**src/rtl/mem_port_arbiter.sv**
```systemverilog
// Arbiter sharing one single-port synchronous memory between the fetch (IF) and
// data (DM) ports: one transaction at a time, DM priority with an IF anti-starvation limit.
`timescale 1ns/1ps

module mem_port_arbiter #(
  parameter int ADDR_W     = 10,
  parameter int DATA_W     = 64,
  parameter int MEM_LAT    = 1,
  parameter int STARVE_MAX = 4
) (
  input  logic              clk,
  input  logic              reset,
  input  logic              if_req,
  input  logic [ADDR_W-1:0] if_addr,
  output logic              if_gnt,
  output logic              if_done,
  output logic [DATA_W-1:0] if_rdata,
  output logic              if_stall,
  input  logic              dm_req,
  input  logic              dm_we,
  input  logic [ADDR_W-1:0] dm_addr,
  input  logic [DATA_W-1:0] dm_wdata,
  output logic              dm_gnt,
  output logic              dm_done,
  output logic [DATA_W-1:0] dm_rdata,
  output logic              dm_stall,
  output logic              mem_en,
  output logic              mem_we,
  output logic [ADDR_W-1:0] mem_addr,
  output logic [DATA_W-1:0] mem_wdata,
  input  logic [DATA_W-1:0] mem_rdata
);

  typedef enum logic [1:0] {
    IDLE  = 2'd0,
    ISSUE = 2'd1,
    WAIT  = 2'd2
  } state_t;

  localparam int              SW   = (STARVE_MAX < 1) ? 1 : $clog2(STARVE_MAX + 1);
  localparam logic [2:0]      LAT  = 3'(MEM_LAT);
  localparam logic [SW-1:0]   SMAX = SW'(STARVE_MAX);

  state_t        state;
  logic [2:0]    lat_cnt;
  logic [SW-1:0] starve_cnt;
  logic          pick_if;

  // IF wins when it is alone, or when DM has already been favoured STARVE_MAX times in a row.
  assign pick_if = if_req & (~dm_req | (starve_cnt >= SMAX));

  assign if_stall = if_req & ~if_done;
  assign dm_stall = dm_req & ~dm_done;
  assign if_rdata = if_done ? mem_rdata : '0;
  assign dm_rdata = dm_done ? mem_rdata : '0;

  // NOTE: every register below is assigned with <= so all of them update from the
  // same pre-edge values; a blocking = here would let later statements see new state.
  always_ff @(posedge clk or negedge reset) begin
    if (!reset) begin
      state      <= IDLE;
      lat_cnt    <= '0;
      starve_cnt <= '0;
      if_gnt     <= 1'b0;
      dm_gnt     <= 1'b0;
      if_done    <= 1'b0;
      dm_done    <= 1'b0;
      mem_en     <= 1'b0;
      mem_we     <= 1'b0;
      mem_addr   <= '0;
      mem_wdata  <= '0;
    end else begin
      mem_en  <= 1'b0;
      if_done <= 1'b0;
      dm_done <= 1'b0;
      unique case (state)
        IDLE: begin
          if (if_req | dm_req) begin
            state  <= ISSUE;
            mem_en <= 1'b1;
            if_gnt <= pick_if;
            dm_gnt <= ~pick_if;
            if (pick_if) begin
              mem_addr   <= if_addr;
              mem_we     <= 1'b0;
              starve_cnt <= '0;
            end else begin
              mem_addr  <= dm_addr;
              mem_we    <= dm_we;
              mem_wdata <= dm_wdata;
              if (if_req && (starve_cnt < SMAX)) starve_cnt <= starve_cnt + 1'b1;
            end
          end
        end
        ISSUE: begin
          state   <= WAIT;
          lat_cnt <= 3'd1;
          // done is registered one cycle early so it lines up with mem_rdata.
          if (LAT == 3'd1) begin
            if_done <= if_gnt;
            dm_done <= dm_gnt;
          end
        end
        WAIT: begin
          if (lat_cnt == LAT) begin
            state  <= IDLE;
            if_gnt <= 1'b0;
            dm_gnt <= 1'b0;
          end else begin
            lat_cnt <= lat_cnt + 3'd1;
            if ((lat_cnt + 3'd1) == LAT) begin
              if_done <= if_gnt;
              dm_done <= dm_gnt;
            end
          end
        end
        default: state <= IDLE;
      endcase
    end
  end

endmodule

```
**config.mk**
```make
export PLATFORM = sky130hd
export DESIGN_NAME = mem_port_arbiter
export DESIGN_NICKNAME = d
export VERILOG_FILES = /design/src/rtl/mem_port_arbiter.sv
export SDC_FILE = /design/constraint.sdc
export NUM_CORES = 1
export LEC_CHECK = 0
export ABC_AREA = 1
export BUFFER_PORTS_ARGS = -buffer_cell sky130_fd_sc_hd__buf_2
export CORE_AREA = 2 2 140 142
export CTS_BUF_LIST = sky130_fd_sc_hd__clkbuf_16
export DETAILED_ROUTE_END_ITERATION = 8
export DIE_AREA = 0 0 142 144
export PLACE_DENSITY_LB_ADDON = 0.15
export SYNTH_ARGS = -nofsm -noshare
export SYNTH_HDL_FRONTEND = slang
export SYNTH_SLANG_ARGS = --single-unit
export TNS_END_PERCENT = 50
```
**constraint.sdc**
```tcl
create_clock -name clk -period 2 [get_ports clk]
set_clock_uncertainty 0.05 [all_clocks]
set_input_delay 0.1 -clock clk [delete_from_list [all_inputs] [get_ports clk]]
set_output_delay 0.1 -clock clk [all_outputs]
set_load 0.1 [all_outputs]
```
==> metrics, run 1 <==
status finished, final reports clean; Post-Syn Nets 861; GRT overflow 0; Die ar. around 20000 um2; most frequent cells after synthesis 372 x nand2_1, 150 x inv_1, 88 x dfrtp_1, 19 x nor2_1, 18 x o21ai_0; site row count 51; Max Root-Sink Buffers 2; fillers roughly 1700; startpoint types flop; clk_lat worst skew around 340 ps; number of clock sinks 88; Worst-Margin Slew 514.0 ps; Peak VDD IR between 1.5 and 2 mV; largest net degree at the start of global routing 66; CTS tree built; Final Hold Violating Endpoints 0; Final GP Congestion 0.8335; routed vias 5494; core area 19080 um2; reg2reg start state[0]; Power Total 16.51 mW; Final setup viols 0; slew margin rel. 65.97%; drt pass-1 iters 6; FFs w/ async S/R, synth 100.0%; register area share after synthesis 47.29%; CTS HTree Levels 3; Synthesis Warnings 0; CP Data Arrival Time around 2000 ps; Final Max Slew Viols 0; Synth cell types 17; period utilisation layout 87.64%; Worst-path clk slew around 70 ps; final net count 1285; post_cts resized 0; prevailing post-synth register cell dfrtp_1; Via density between 4 and 5; Crit Path Class flop to flop; Critical Path End Type flop; Yosys reg bits 88; CP endpoint mem_wdata[54]; Leak about 5.3 nW; # DRC 0; hpwl dp approximately 14000 um; Required @ worst endpoint 2230 ps; most frequent cell after synthesis nand2_1; worst-path fanout max 17; global-route usage over all layers 17.72%; Critical Path Start state[0]; Die X 142 um; Num CTS Buffers 9; P per Cell Area 1652 nW/um2; area grow syn2layout 114.6%; routed wire length 18720 um; Synth Instances 700; unrepaired setup endpoints after global routing no; synth top area cells dfrtp_1 47%, nand2_1 30%, inv_1 12%, ha_1 2.1%, o21ai_0 1.9%; die height about 140 um; Routed wire per std cell 13.69 um; share of layout cells above drive strength 1 40.60%; cell accounting for the most synthesized area dfrtp_1; setup_tns 0 ps; Worst Reg2Reg Path Length in Cells 9; final hold slack 8.023 ps; CTS Root Cell clkbuf_16; vias in the first global route 5169; synthesized area per cell around 6.7 um2; Synth top area share a little under half; Initial Utilization 24.41%; Routed Antenna Nets 0; R2R setup slack 250 ps; synthesized area 4657 um2; Tmin final 1753 ps; I/O Pins 363; 1st-iter DRT viols 190; initial antenna violation count 2; worst min-delay path class input port to flop; RR Endpoint mem_wdata[54]; IO buf count 362; number of synthesized flops with an enable pin 0; max cap viols 0; global-route wire length before repair around 28000 um; Max Clk Rate between 500 and 600 MHz
-- flip-flops by register name (all words and copies together) (netlist names) --
name        cells
mem_wdata      64
dm_gnt          1
state           2
lat_cnt         3
if_done         1
mem_en          1
dm_done         1
if_gnt          1
mem_we          1
starve_cnt      3
mem_addr       10
-- critical path, stage by stage (launching register included) --
cell and delay [ps]:
dfrtp_1 410, inv_1 90, ha_1 210, inv_1 100
a21oi_4 140, nand2_2 100, inv_2 180, buf_4 250
nand2_1 90, nand2_1 60
-- stage by stage --
step	worst slack, ps	std cells	cell area, um2	util [%]
2_1_floorplan	-83.87	700	4901	-
3_3_place_gp	349.3	1278	8947	46.89
3_5_place_dp	240.5	1278	8947	46.89
4_1_cts	223.8	1366	9990	52.36
5_1_grt	63.53	1366	9990	52.36
6_report	247.1	1368	9995	52.38
-- kinds of logic (layout without fill, tap and decap cells) --
logic type / count (synthesis) / after routing / synth area share, %
adder cells (fa/ha/maj): 8 / 8 / 2.149
AND/OR/NAND/NOR: 397 / 397 / 32.21
buffers and inverters: 185 / 613 / 15.66
AO/OA/AOI/OAI: 22 / 22 / 2.687
other: 0 / 2 / 0
flip-flops: 88 / 88 / 47.29
-- cells in the final DEF, fill, tap and decap left out, types with 3 or more instances in the layout --
cell type and n:
buf_12 135, buf_2 231, buf_4 6, clkbuf_16 9, clkinvlp_4 63, dfrtp_1 86
dlygate4sd3_1 73, ha_1 8, inv_1 88, inv_2 3, nand2_1 372, nand3_1 4
nor2_1 17, o21ai_0 18
-- metal layers --
layer  track usage (%)  part of all wire, %  vias to the layer above
met2             30.46                   51                      217
met1             21.84                   41                     2449
met4             4.263                  1.1                        0
met3             5.364                  7.4                       14
li1                  -                    -                     2814
met5                 0                    0                        -
-- cell type report --
cell class / count / area, um2 / share of cell area [%]
flip-flops and latches: 88 / 2205 / 22.06
well taps: 238 / 297.8 / 2.979
multi-input cells: 427 / 1730 / 17.31
clock inverters: 6 / 86.33 / 0.8638
inverters: 153 / 810.8 / 8.112
clock buffers: 9 / 225.2 / 2.253
diodes: 2 / 5.005 / 0.05008
repair buffers: 445 / 4634 / 46.37
-- how the worst min path moves through the flow --
stage	slack [ps]	from	to	depth (start not counted)
floorplan	-250	reset	dm_done	0
global placement	-30	reset	mem_wdata[13]	1
detailed placement	-20	reset	mem_wdata[13]	1
CTS	3	if_addr[7]	mem_addr[7]	3
global route	6	if_addr[4]	mem_addr[4]	3
finish	8	if_addr[7]	mem_addr[7]	3
-- timing repair --
| item | CTS | global route |
|---|---|---|
| hold endpoints to repair | 95 | 0 |
| buffers inserted | 0 | 0 |
| hold buffers | 73 | 0 |
-- power breakdown --
part           switching [mW]  internal [mW]
clock                   0.688           1.09
combinational            9.35           2.31
sequential              0.480           2.60
No activity file was read; power rests on OpenSTA's default activity.
==> run 2: changes to the inputs <==
--- a/config.mk
+++ b/config.mk
@@ -11,6 +11,7 @@
 export CTS_BUF_LIST = sky130_fd_sc_hd__clkbuf_16
 export DETAILED_ROUTE_END_ITERATION = 8
 export DIE_AREA = 0 0 142 144
+export GPL_TIMING_DRIVEN = 0
 export PLACE_DENSITY_LB_ADDON = 0.15
 export SYNTH_ARGS = -nofsm -noshare
 export SYNTH_HDL_FRONTEND = slang
==> metrics, run 2 (same netlist as run 1, synthesis figures left out) <==
status finished, final reports clean; CTS Root Cell clkbuf_16; Final GP Congestion 0.8390; worst-path fanout max 12; max FFs per register 64; fin cells 1391; Num CTS Buffers 9; Buf+Inv Stages, Crit Path 3; GRT overflow 0; Initial Utilization between 20% and 30%; unrepaired setup endpoints after global routing no; final net count 1306; CP peak stage delay roughly 500 ps; I/O Pins ~360; post-layout instance area 8254 um2; drt pass-1 iters 5; Routed Antenna Nets 0; worst min-delay path class input port to flop; Worst-Margin Slew 524.0 ps; period utilisation layout between 90% and 100%; RR Endpoint mem_wdata[51]; most frequent cells in the layout 372 x nand2_1, 294 x buf_2, 88 x inv_1; CTS HTree Levels 3; Placed Area approximately 7000 um2; Biggest register mem_wdata; Die X 142 um; cell chain of the critical path clkbuf_2, nand2_1, clkinvlp_4, buf_2; R2R setup slack 130 ps; Required @ worst endpoint between 1500 and 2000 ps; Multi-input gate area 1733 um2; Max Root-Sink Buffers 2; initial antenna violation count 3; routed wire length 18080 um; site row count 51; clk_lat worst skew 340 ps; # Post-CTS Setup Buffers 0; Cell Count Post-Placement 1301; IO buf count 362; startpoint types flop; vias in the first global route 5290; share of layout cells above drive strength 1 41.65%; delay-heaviest family, CP buffers and inverters; die height 144 um; CP Data Arrival Time 1740 ps; number of clock sinks 88; global-route wire length before repair 27100 um; reg2reg start state[1]; area grow syn2layout 77.24%; Final Max Slew Viols 0; Worst Reg2Reg Path Length in Cells 9; fillers 1980; Final Hold Violating Endpoints 0; Worst-path clk slew 70 ps; hpwl dp approximately 14000 um; # DRC 0; Critical-path top delay cell dfrtp_2; Hold Path Depth 3; core area 19080 um2; Core Util, Final 43.26%; Crit Path Class flop to primary output; Routed wire per std cell 13.00 um; global-route usage over all layers 16.91%; Max Clk Rate 530.2 MHz; Tmin final around 1900 ps; Die ar. 20450 um2; routed vias 5572; Via density 4.006; largest net degree at the start of global routing 54; Final setup viols 0; commonest non-fill, non-tap cell in the layout nand2_1; worst hold start if_addr[0]; max cap viols 0; Regs by FF count mem_wdata x64, mem_addr x10; 1st-iter DRT viols 187; Critical Path End Type primary output; CTS tree built; WHS Endpoint mem_addr[0]; slew margin rel. 65.07%; register area 2205 um2
==> run 2: cell types whose count changed in the layout (fill, tap and decap cells not counted), moves of 2 or more <==
cell,change
buf_12,-135
buf_4,+75
buf_2,+63
clkbuf_2,+9
clkbuf_4,+6
clkbuf_1,+3
bufinv_16,-2
clkinv_4,-2
clkinvlp_4,+2
inv_6,+2
==> run 2: worst reg2reg max path, cell delays in order, from the launching register on <==
cell	delay (ps)
dfrtp_1	390
inv_1	130
ha_2	220
inv_1	90
a21oi_4	190
nand2_2	130
clkbuf_4	220
buf_2	210
nand2_1	90
nand2_1	60
==> run 2: timing repair <==
| item | in CTS | in global routing |
|---|---|---|
| endpoints found under the setup margin | 100 | 97 |
| resized for setup | 79 | 17 |
| hold buffers | 72 | 0 |
| endpoints found under the hold margin | 106 | 0 |
==> run 2: worst max-delay path by stage <==
stage / startpoint / end / slack [ps] / cells past startpoint
detailed placement: dm_done / dm_rdata[18] / -30 / 5
CTS: dm_done / dm_rdata[13] / 6 / 5
finish: if_done / if_rdata[18] / 110 / 4
floorplan: dm_done / dm_rdata[37] / -80 / 4
global placement: reset / if_done / -340 / 1
global route: dm_done / dm_rdata[41] / 3 / 5
==> run 2: routing by layer <==
| layer | GRT usage, % | up-vias | routed length, um |
|---|---|---|---|
| met1 | 18.78 | 2468 | 7091 |
| met3 | 5.298 | 17 | 1435 |
| met2 | 30.77 | 226 | 9278 |
| met4 | 5.474 | 0 | 277 |
| met5 | 0 | - | 0 |
| li1 | - | 2861 | - |
==> run 2: per-stage QoR <==
| stage | TNS [ps] | setup WS (ps) | hold WS, ps |
|---|---|---|---|
| detailed placement | -384.8 | -34.63 | 61.95 |
| finish | 0 | 113.9 | 12.80 |
| global placement | -15600 | -344.4 | 243.5 |
| floorplan | -3100 | -83.87 | -245.6 |
| CTS | 0 | 6.020 | 2.628 |
| global route | 0 | 2.752 | 8.267 |
==> run 2: area by class of cell <==
cell class | instances | share of cell area (%)
clock inverters | 7 | 0.5609
well taps | 238 | 3.608
diodes | 3 | 0.09095
plain buffers | 31 | 2.046
flip-flops and latches | 88 | 26.71
multi-input cells | 427 | 20.99
clock buffers | 9 | 2.729
inverters | 153 | 9.823
repair buffers | 435 | 33.44
Power of run 2 is not shown: default switching activity piles up to over one toggle a cycle in this logic, so the estimate is an artifact.
